File: src/rtl/palette_ctrl.sv
// DAC-style palette write controller: index/R/G/B byte writes are packed into
// entries, buffered, and committed to the palette RAM only during blanking.
// Optional macro PALETTE_CTRL_ANYTIME_EN drains the buffer regardless of blank.
module palette_ctrl #(
  parameter int unsigned FIFO_DEPTH = 16,
  parameter int unsigned AW         = $clog2(FIFO_DEPTH)
) (
  input  logic          clk_pix,
  input  logic          rst_pix,
  input  logic          reg_valid,
  output logic          reg_ready,
  input  logic          reg_addr,
  input  logic [7:0]    reg_wdata,
  input  logic          blank,
  output logic          pal_we,
  output logic [7:0]    pal_addr,
  output logic [23:0]   pal_wdata,
  output logic [AW:0]   fifo_level,
  output logic          busy
);

  typedef enum logic [1:0] {PhR, PhG, PhB} phase_e;

  phase_e phase_q, phase_d;

  logic [7:0]    index_q;
  logic [7:0]    r_q, g_q;
  logic [31:0]   mem [FIFO_DEPTH];
  logic [AW-1:0] wr_ptr_q, rd_ptr_q;
  logic [AW:0]   count_q, count_d;
  logic          pal_we_q;
  logic [7:0]    pal_addr_q;
  logic [23:0]   pal_wdata_q;
  logic          busy_q;

  logic accept, fifo_full, fifo_empty, push, pop, ld_r, ld_g, ld_index;
  logic [31:0] head;

  assign fifo_full  = (count_q == (AW+1)'(FIFO_DEPTH));
  assign fifo_empty = (count_q == '0);

  // Uses the registered full flag, so a same-cycle pop never frees space for B.
  assign reg_ready = !(reg_addr && (phase_q == PhB) && fifo_full);
  assign accept    = reg_valid && reg_ready;

`ifdef PALETTE_CTRL_ANYTIME_EN
  logic unused_blank;
  assign unused_blank = blank;
  assign pop = !fifo_empty;
`else
  assign pop = blank && !fifo_empty;
`endif

  // Phase state register
  always_ff @(posedge clk_pix or posedge rst_pix) begin
    if (rst_pix) phase_q <= PhR;
    else         phase_q <= phase_d;
  end

  // Phase next-state
  always_comb begin
    phase_d = phase_q;
    if (accept) begin
      if (!reg_addr) begin
        phase_d = PhR;
      end else begin
        unique case (phase_q)
          PhR:     phase_d = PhG;
          PhG:     phase_d = PhB;
          PhB:     phase_d = PhR;
          default: phase_d = PhR;
        endcase
      end
    end
  end

  // Phase decoded outputs
  always_comb begin
    ld_index = accept && !reg_addr;
    ld_r     = 1'b0;
    ld_g     = 1'b0;
    push     = 1'b0;
    if (accept && reg_addr) begin
      unique case (phase_q)
        PhR:     ld_r = 1'b1;
        PhG:     ld_g = 1'b1;
        PhB:     push = 1'b1;
        default: ;
      endcase
    end
  end

  always_comb begin
    case ({push, pop})
      2'b10:   count_d = count_q + (AW+1)'(1);
      2'b01:   count_d = count_q - (AW+1)'(1);
      default: count_d = count_q;
    endcase
  end

  always_ff @(posedge clk_pix or posedge rst_pix) begin
    if (rst_pix) begin
      index_q <= '0;
      r_q     <= '0;
      g_q     <= '0;
    end else begin
      if (ld_index)  index_q <= reg_wdata;
      else if (push) index_q <= index_q + 8'd1;
      if (ld_r) r_q <= reg_wdata;
      if (ld_g) g_q <= reg_wdata;
    end
  end

  // Storage is not reset; the pointers and count define what is valid.
  always_ff @(posedge clk_pix) begin
    if (push) mem[wr_ptr_q] <= {index_q, r_q, g_q, reg_wdata};
  end

  assign head = mem[rd_ptr_q];

  always_ff @(posedge clk_pix or posedge rst_pix) begin
    if (rst_pix) begin
      wr_ptr_q    <= '0;
      rd_ptr_q    <= '0;
      count_q     <= '0;
      busy_q      <= 1'b0;
      pal_we_q    <= 1'b0;
      pal_addr_q  <= '0;
      pal_wdata_q <= '0;
    end else begin
      if (push) wr_ptr_q <= wr_ptr_q + AW'(1);
      if (pop)  rd_ptr_q <= rd_ptr_q + AW'(1);
      count_q  <= count_d;
      busy_q   <= (count_d != '0) || (phase_d != PhR);
      pal_we_q <= pop;
      if (pop) begin
        pal_addr_q  <= head[31:24];
        pal_wdata_q <= head[23:0];
      end
    end
  end

  assign pal_we     = pal_we_q;
  assign pal_addr   = pal_addr_q;
  assign pal_wdata  = pal_wdata_q;
  assign fifo_level = count_q;
  assign busy       = busy_q;

endmodule

File: config.mk
export PLATFORM = sky130hd
export DESIGN_NAME = palette_ctrl
export DESIGN_NICKNAME = d
export VERILOG_FILES = /design/src/rtl/palette_ctrl.sv
export SDC_FILE = /design/constraint.sdc
export NUM_CORES = 1
export LEC_CHECK = 0
export CAP_MARGIN = 20
export CORE_UTILIZATION = 40
export DETAILED_ROUTE_END_ITERATION = 10
export SLEW_MARGIN = 15
export SYNTH_ARGS = -nofsm -noshare
export SYNTH_HDL_FRONTEND = slang
export SYNTH_SLANG_ARGS = --single-unit
File: constraint.sdc
create_clock -name clk_pix -period 4.4 [get_ports clk_pix]
set_input_delay 0.44 -clock clk_pix [delete_from_list [all_inputs] [get_ports clk_pix]]
set_output_delay 0.44 -clock clk_pix [all_outputs]
set_load 0.02 [all_outputs]
==> results of run 1 <==
[routing by layer]
metal	GRT usage [%]	part of all wire (%)
met5	0	0
met4	4.623	2.0
met3	3.014	5.2
met2	28.22	48
met1	24.92	45
[Yosys cell counts, types with 7 or more instances]
| master | number |
|---|---|
| ha_1 | 9 |
| nand2_1 | 18 |
| clkbuf_1 | 22 |
| nor2_1 | 11 |
| mux2_2 | 17 |
| a21o_1 | 33 |
| dfrtp_1 | 73 |
| o21ai_0 | 8 |
| mux2i_1 | 64 |
| buf_2 | 19 |
| edfxtp_1 | 512 |
| and2_1 | 8 |
| xnor2_1 | 10 |
| mux4_2 | 128 |
| and3_1 | 7 |
| inv_1 | 10 |
| o22ai_1 | 32 |
[flip-flops by register name, summed over array words and instances, names as in the netlist]
name	flops
pal_we	1
pal_addr	8
phase_q	2
pal_wdata	24
wr_ptr_q	4
fifo_level	5
rd_ptr_q	4
mem	512
busy	1
index_q	8
g_q	8
r_q	8
[power breakdown]
part / internal, W / switching [W] / total (W)
combinational: 0.00201 / 0.00173 / 0.00374
sequential: 0.00663 / 0.000790 / 0.00742
clock: 0.00290 / 0.00204 / 0.00494
[through the flow]
stage | instances | utilization (%) | setup slack, ns | hold WS [ns]
floorplan | 1043 | - | 0.9659 | 0.4962
global placement | 1824 | 43.37 | 0.9137 | 0.4570
detailed placement | 1824 | 43.37 | 0.8482 | 0.4688
CTS | 1933 | 46.78 | 0.8680 | 0.4019
global route | 1935 | 46.86 | 0.6507 | 0.4419
finish | 1935 | 46.86 | 0.8457 | 0.3816
[worst min path at each step]
stage	from	slack [ns]	cells after the start	endpoint
after floorplan	phase_q[0]	0.50	1	phase_q[0]
after global placement	pal_wdata[5]	0.46	1	pal_wdata[5]
after detailed placement	pal_wdata[18]	0.47	1	pal_wdata[18]
after CTS	rst_pix	0.40	2	pal_wdata[14]
after global routing	rst_pix	0.44	2	pal_wdata[14]
final	rst_pix	0.38	2	pal_wdata[14]
[logic make-up (layout without fill, tap and decap cells)]
kind of cell	count (synthesis)	count (layout)	share of synthesized area, %
AOI/OAI and AO/OA	91	91	2.850
xor gates and xnor gates	12	12	0.4676
adders and majority gates	9	9	0.5010
buffers and inverters	64	208	1.319
DFF	585	585	76.53
muxes	209	209	16.53
and+or+nand+nor	73	73	1.804
[critical path, cell delays in order, from the launching register on]
cell and delay, ns:
dfrtp_1 0.48, or4_4 0.59, o2111a_2 0.28, inv_2 0.19, ha_1 0.34, xor2_1 0.12, ha_1 0.24, nor2b_1 0.15
o32a_1 0.29, a31oi_1 0.18, xnor2_1 0.11, or4b_1 0.46
[layout make-up]
type                       instances  share of cell area (%)
inverter                          12                  0.1931
multi-input combinational        394                   19.29
sequential                       585                   66.41
clock buffer                      83                   6.083
clock inverter                    26                   1.188
timing repair buffer              87                   3.225
tap                              748                   3.611
==> out/metrics.cfg, run 1 <==
[run_status]
status = finished, final reports clean

[timing]
worst_slew_pin_slew_ns = 1.094
relSlewSlack_pct = 27.07
setup_viol = 0
fin_crit_ns = 3.554
rsz0062_at_grt = false
setup-tns-final_ns = 0
timing.fmax_mhz = 281.3
hold_viol_final = 0
fin_skew_ns = 0.03365
drv_slew = 0
fin_crit_sh_pct = 80.78

[worst_setup_path]
rr_worst_depth = 11
endpoint = busy
reg2reg_from = fifo_level[2]
r2r_end = busy
cp_max_fo = 12
crit_required_ns = 4.89
reg2reg_slack_ns = 0.85
cp-end-kind = flip-flop
critPathKind = flip-flop to flip-flop
cp-startpoint = fifo_level[2]
start_kind = flip-flop
worstPathArrival_ns = 4.04

[final_layout]
layout_common_cells = edfxtp_1 (512), mux4_2 (128), dfrtp_1 (70), mux2i_1 (64), clkbuf_16 (59)
nFillCells = 4582
nets = 1160
seqCellArea_um2 = 17210
stdcell_area_um2 = 25910
final_common_cell = edfxtp_1
syn_to_final_growth_pct = 15.30
drive_gt1_share_pct = 24.01
multi_input_area_um2 = 4999
num_antenna_cells = 0

[clock_tree]
cts_buffer_depth = 3
postCtsSetupRepairBufs = 0
clock-sinks = 585
ctsResizeCount = 0
root_buffer = clkbuf_16
cts_tree = built
cts.clk_slew.worst_paths_ns = 0.06
postCtsHoldBufs = 0
numCtsBuffers = 58
htree_levels = 2
clk_latency_ns = 0.62

[synthesis]
yosys.area.top_type = edfxtp_1
synth_fp_nets = 1065
netlist.area_leader.share_pct = 68.40
ys_types = 50
ys_ff_latch = 585
synthCells = 1043
syn_area_um2 = 22480
yosys-top-cells-area = edfxtp_1 (68%), mux4_2 (13%), dfrtp_1 (8.1%)
synth_flop_cell = edfxtp_1
ys_warn_count = 0
ys_async_sr_fraction_pct = 12.48
seq_area_frac_synth_pct = 76.53
syn_avg_cell_area_um2 = 21.55
synth_edf_count = 512

[route]
vias_per_cell = 5.414
ant_nets = 0
vias = 10477
dr.pass1.iters = 5
drc = 0
routedWlPerCell_um = 25.02
wirelength_um = 48420
drtIter0Drc = 868

[global_route]
antenna_found_initial = 1
grt_pass1_wl_um = 73220
grt-ovfl-total = 0
track_usage_pct = 17.58
first_global_vias = 11131
grt_max_degree = 62

[die]
start_util_pct = 40.64
ioPinCount = 53
die_area_um2 = 57140
dieWidth_um = 239.0
fp.dieH_um = 239.0
core-area_um2 = 55310
rows = 86

[worst_hold_path]
hold_path_class = primary input to async pin

[placed_design]
place_hpwl_um = 27490
gp_congestion = 0.7579
portBuffers = 52
placed_cell_area_um2 = 23990

[pwr]
irDropWorstVdd_mv = 0.3868
power.density_nw_per_um2 = 621.2
leakage_nw = 8.723
power_w = 0.01610

[flow_run]
maxCapViolCount = 0

No activity file was read; power rests on OpenSTA's default activity.
==> run 2, diff against run 1 <==
==> constraint.sdc (replaced) <==
create_clock -name clk_pix -period 3.2 [get_ports clk_pix]
set_input_delay 0.32 -clock clk_pix [delete_from_list [all_inputs] [get_ports clk_pix]]
set_output_delay 0.32 -clock clk_pix [all_outputs]
set_load 0.02 [all_outputs]
==> run 2 against run 1 <==
  * Register-to-register slack worse by 0.75 ns
  * Non-clock buffer count increased by 25
  * Combinational power is 48% higher
  * Via count up 0.93%
  * Largest cell class unchanged
  * Sequential share of layout area fell by 1.3 points
  * Routed wire length is essentially flat
  * Final cell count up 1.4%
  * Largest power group unchanged
  * First-iteration DRC count is 4.5% lower
  * Core utilization grew 0.92 points
  * Critical endpoint unchanged
==> out/metrics.cfg, run 2 (same netlist as run 1, synthesis figures left out) <==
[worst_setup_path]
endpoint = busy
rr_worst_depth = 11  ; unchanged
crit_required_ns = 3.68  ; -1.21 ns
worstPathArrival_ns = 3.58  ; -0.46 ns
cp-end-kind = flip-flop
critical-path-top-delay-family = simple AND/OR/NAND/NOR gates
r2r_end = busy
critPathSlowestCell = or4_4
cp_max_fo = 10  ; -2
reg2reg_slack_ns = 0.09  ; -0.75 ns
reg2reg_from = fifo_level[2]
cp-startpoint = fifo_level[2]
critPathBufInv = 1  ; unchanged
path_depth = 11  ; unchanged
crit_path_cell_trace = or4_4, o21ai_4, inv_4, ha_4, xor2_2, ha_2, nor2b_1, o32a_1, a31oi_2, xnor2_1, or4b_1
start_kind = flip-flop
critPathKind = flip-flop to flip-flop
critical_path.max_stage_delay_ns = 0.55  ; -0.04 ns

[clock_tree]
htree_levels = 2  ; unchanged
numCtsBuffers = 59  ; +1.7%
cts_buffer_depth = 3  ; unchanged
postCtsSetupRepairBufs = 0  ; unchanged
cts_tree = built
clock-sinks = 585  ; unchanged
root_buffer = clkbuf_16
cts.clk_slew.worst_paths_ns = 0.07  ; about the same
clk_latency_ns = 0.62  ; about the same

[final_layout]
layout.cells.non_filler = 1963  ; +1.4%
top_register = mem
largest_register_ffs = 512  ; unchanged
stdcell_area_um2 = 26420  ; +2.0%
layout_common_cells = edfxtp_1 (512), mux4_2 (128), dfrtp_1 (69), mux2i_1 (64), clkbuf_16 (60)
syn_to_final_growth_pct = 17.56
nets = 1186  ; +2.2%
num_antenna_cells = 0  ; unchanged
drive_gt1_share_pct = 27.08  ; +3.1 points
final_common_cell = edfxtp_1

[placed_design]
placed_cell_area_um2 = 24450  ; +1.9%
place_hpwl_um = 28090  ; +2.1%
placed_cells = 1850  ; +1.4%
gp_congestion = 0.7331  ; -3.3%
portBuffers = 52  ; unchanged

[pwr]
leakage_nw = 8.936  ; +2.4%
irDropWorstVdd_mv = 0.3781  ; -2.2%
power.density_nw_per_um2 = 844.5  ; +36%
power_w = 0.02231  ; +39%

[global_route]
grt_pass1_wl_um = 73150  ; about the same
grt-ovfl-total = 0  ; unchanged
grt_max_degree = 66  ; +6.5%
track_usage_pct = 17.62  ; +0.044 points
antenna_found_initial = 1  ; unchanged
first_global_vias = 11391  ; +2.3%

[die]
dieWidth_um = 239.0  ; unchanged
fp.dieH_um = 239.0  ; unchanged
rows = 86  ; unchanged
start_util_pct = 40.64  ; unchanged
core-area_um2 = 55310  ; unchanged
ioPinCount = 53  ; unchanged
die_area_um2 = 57140  ; unchanged

[timing]
whs_ns = 0.1009  ; -0.2807 ns
fin_crit_ns = 3.106  ; -0.4480 ns
fin_skew_ns = 0.02364  ; -0.01001 ns
worst_slew_pin_slew_ns = 1.014  ; -0.07990 ns
fin_crit_sh_pct = 97.07  ; +16 points
rsz0062_at_grt = true
relSlewSlack_pct = 32.18  ; +5.1 points
hold_viol_final = 0  ; unchanged
drv_slew = 0  ; unchanged
setup_viol = 0  ; unchanged
timing.fmax_mhz = 321.9  ; +14%
setup-tns-final_ns = 0  ; unchanged

[route]
drtIter0Drc = 829  ; -4.5%
vias_per_cell = 5.387  ; -0.51%
ant_nets = 0  ; unchanged
vias = 10574  ; +0.93%
routedWlPerCell_um = 24.69  ; -1.3%
dr.pass1.iters = 5  ; unchanged
drc = 0  ; unchanged
wirelength_um = 48460  ; about the same

[worst_hold_path]
hold_path_class = primary input to async pin

[flow_run]
maxCapViolCount = 0  ; unchanged

[run_status]
status = finished, final reports clean

run 2: cell count changes in the layout (fill, tap and decap cells not counted), moves of 4 or more:
cell and change:
inv_6 +5, buf_4 +6, clkbuf_1 -8, buf_12 +21, clkbuf_8 +4
run 2: repair_timing:
item | in CTS | in global routing
endpoints found under the setup margin | 0 | 1
hold endpoints to repair | 0 | 0
resized for setup | 0 | 2
hold buffers | 0 | 0
run 2: per-layer routing:
metal	track usage, %	part of all wire [%]	vias to the layer above
li1	-	-	4572
met1	24.06	43	5671
met2	29.40	50	265
met3	3.199	5.1	64
met4	4.157	1.7	2
met5	0	0.027	-
run 2: where the power goes:
part / switching [W] / total (W) / internal [W]
registers: 0.000810 / 0.00993 / 0.00912
logic: 0.00267 / 0.00553 / 0.00287
clock network: 0.00293 / 0.00685 / 0.00392
run 2: worst min path at each step:
| stage | startpoint | endpoint | slack [ns] | depth (start not counted) |
|---|---|---|---|---|
| 3_3_place_gp | pal_wdata[10] | pal_wdata[10] | 0.46 | 1 |
| 5_1_grt | rst_pix | busy | 0.12 | 2 |
| 4_1_cts | rst_pix | pal_addr[7] | 0.31 | 2 |
| 2_1_floorplan | reg_wdata[0] | mem[0][0] | 0.42 | 0 |
| 3_5_place_dp | pal_wdata[21] | pal_wdata[21] | 0.47 | 1 |
| 6_report | rst_pix | busy | 0.10 | 2 |
run 2: cell type report:
| cell class | count | area [um^2] |
|---|---|---|
| fillers | 4562 | 28890 |
| flip-flops and latches | 585 | 17210 |
| multi-input cells | 394 | 5027 |
| clock buffers | 80 | 1627 |
| repair buffers | 112 | 1259 |
| well taps | 748 | 935.9 |
| clock inverters | 32 | 312.8 |
| inverters | 12 | 50.05 |
run 2: stage by stage:
| stage | utilization (%) | setup slack, ns |
|---|---|---|
| floorplan | - | -0.1180 |
| global placement | 44.21 | -0.01321 |
| finish | 47.77 | 0.09364 |
| detailed placement | 44.21 | -0.05108 |
| global route | 47.77 | -0.04343 |
| CTS | 47.71 | 0.04173 |
==> run 3, diff against run 2 <==
==> constraint.sdc (replaced) <==
create_clock -name clk_pix -period 3.2 [get_ports clk_pix]
set_input_delay 0.32 -clock clk_pix [delete_from_list [all_inputs] [get_ports clk_pix]]
set_output_delay 0.32 -clock clk_pix [all_outputs]
set_load 0.005 [all_outputs]
==> run 3 against run 2 <==
  * Final cell count down 0.20%
  * Global-route usage down 0.41 points
  * Combinational power down 5.4%
  * Largest power group unchanged
==> out/metrics.cfg, run 3 (same netlist as run 1, synthesis figures left out) <==
[global_route]
track_usage_pct = 17.22  ; -0.41 points
antenna_found_initial = 0  ; -1
first_global_vias = 11054  ; -3.0%
grt_max_degree = 40  ; -39%
grt_pass1_wl_um = 71070  ; -2.8%
grt-ovfl-total = 0  ; unchanged

[die]
rows = 86  ; unchanged
core-area_um2 = 55310  ; unchanged
dieWidth_um = 239.0  ; unchanged
fp.dieH_um = 239.0  ; unchanged
die_area_um2 = 57140  ; unchanged
start_util_pct = 40.64  ; unchanged
ioPinCount = 53  ; unchanged

[clock_tree]
root_buffer = clkbuf_16
clk_latency_ns = 0.61  ; about the same
cts_tree = built
postCtsSetupRepairBufs = 0  ; unchanged
cts.clk_slew.worst_paths_ns = 0.06  ; about the same
cts_buffer_depth = 3  ; unchanged
postCtsHoldBufs = 0  ; unchanged
ctsResizeCount = 0  ; unchanged
numCtsBuffers = 58  ; -1.7%
clock-sinks = 585  ; unchanged
htree_levels = 2  ; unchanged

[final_layout]
layout_common_cells = edfxtp_1 (512), mux4_2 (128), dfrtp_1 (70), mux2i_1 (64), clkbuf_16 (59)
syn_to_final_growth_pct = 16.61
largest_register_ffs = 512  ; unchanged
top_register = mem
nets = 1185  ; -0.084%
layout.cells.non_filler = 1959  ; -0.20%
num_antenna_cells = 0  ; unchanged
final_common_cell = edfxtp_1
drive_gt1_share_pct = 26.59  ; -0.49 points

[pwr]
power.density_nw_per_um2 = 825.8  ; -2.2%
irDropWorstVdd_mv = 0.4856  ; +28%
leakage_nw = 8.876  ; -0.67%
power_w = 0.02164  ; -3.0%

[worst_hold_path]
hold_path_class = primary input to async pin

[placed_design]
portBuffers = 52  ; unchanged
placed_cells = 1851  ; +0.054%
gp_congestion = 0.7523  ; +2.6%
dp_slack_ns = 0.0004468  ; +0.05152 ns
place_hpwl_um = 27800  ; -1.0%

[run_status]
status = finished, final reports clean

[worst_setup_path]
critPathKind = flip-flop to flip-flop
crit_required_ns = 3.68  ; about the same
rr_worst_depth = 11  ; unchanged
worstPathArrival_ns = 3.58  ; about the same
cp_max_fo = 10  ; unchanged
cp-end-kind = flip-flop
start_kind = flip-flop
r2r_end = busy
reg2reg_slack_ns = 0.09  ; about the same
reg2reg_from = fifo_level[2]

[timing]
layout_setup_ws_ns = 0.09172  ; -0.001918 ns
hold_viol_final = 0  ; unchanged
timing.fmax_mhz = 321.7  ; about the same
relSlewSlack_pct = 32.71  ; +0.52 points
rsz0062_at_grt = false
fin_crit_sh_pct = 97.13  ; about the same
setup_viol = 0  ; unchanged
worst_slew_pin_slew_ns = 1.006  ; -0.007849 ns
fin_crit_ns = 3.108  ; +0.001918 ns
fin_skew_ns = 0.01314  ; -0.01050 ns
drv_slew = 0  ; unchanged

[route]
routedWlPerCell_um = 24.30  ; -1.6%
vias_per_cell = 5.379  ; -0.14%
drtIter0Drc = 756  ; -8.8%
wirelength_um = 47600  ; -1.8%
drc = 0  ; unchanged
vias = 10538  ; -0.34%
dr.pass1.iters = 4  ; -1
ant_nets = 0  ; unchanged

[flow_run]
maxCapViolCount = 0  ; unchanged

==> run 3: cell count changes in the layout (fill, tap and decap cells not counted), sizes merged <==
cell      change
bufinv        -1
clkbuf        -5
clkinv        +9
clkinvlp      -2
inv           -5
==> run 3: layout make-up <==
| class | count | area (um^2) |
|---|---|---|
| well taps | 748 | 935.9 |
| inverters | 12 | 50.05 |
| multi-input cells | 394 | 5014 |
| flip-flops and latches | 585 | 17210 |
| repair buffers | 112 | 1196 |
| fillers | 4555 | 29100 |
| clock inverters | 33 | 246.5 |
| clock buffers | 75 | 1556 |
==> run 3: how the worst max path moves through the flow <==
stage / startpoint / endpoint / slack (ns)
finish: fifo_level[2] / busy / 0.09
global route: fifo_level[2] / busy / 0.008
CTS: fifo_level[2] / busy / 0.09
detailed placement: reg_addr / busy / 0.0004
global placement: reg_addr / busy / 0.04
floorplan: fifo_level[2] / busy / -0.05
==> run 3: worst max-delay path, cell delays in order, from the launching register on <==
cell     delay (ns)
dfrtp_1        0.38
or4_4          0.56
o21ai_4        0.17
inv_4          0.10
ha_4           0.20
xor2_1         0.16
ha_2           0.19
nor2b_1        0.13
o32a_1         0.28
a31oi_1        0.22
xnor2_1        0.11
or4b_1         0.47
==> run 3: metal layers <==
metal  wire (um)  GRT usage (%)
met4         994          5.245
met2       23150          27.81
met3        2037          2.667
met1       21420          24.16
met5           0              0
==> run 3: report_power, final <==
part | switching, W | total [W] | leakage, nW | internal, W
sequential | 0.000843 | 0.00996 | 5.50 | 0.00912
clock | 0.00278 | 0.00645 | 0.893 | 0.00367
combinational | 0.00238 | 0.00523 | 2.49 | 0.00284
==> run 3: per-stage QoR <==
step	area, um^2	setup TNS (ns)	utilization (%)	hold WS (ns)
after floorplan	22490	-0.04554	-	0.4189
after global placement	24410	0	44.13	0.4584
after detailed placement	24410	0	44.13	0.4649
after CTS	26210	0	47.39	0.04282
after global routing	26210	0	47.39	0.07353
final	26210	0	47.39	0.06239
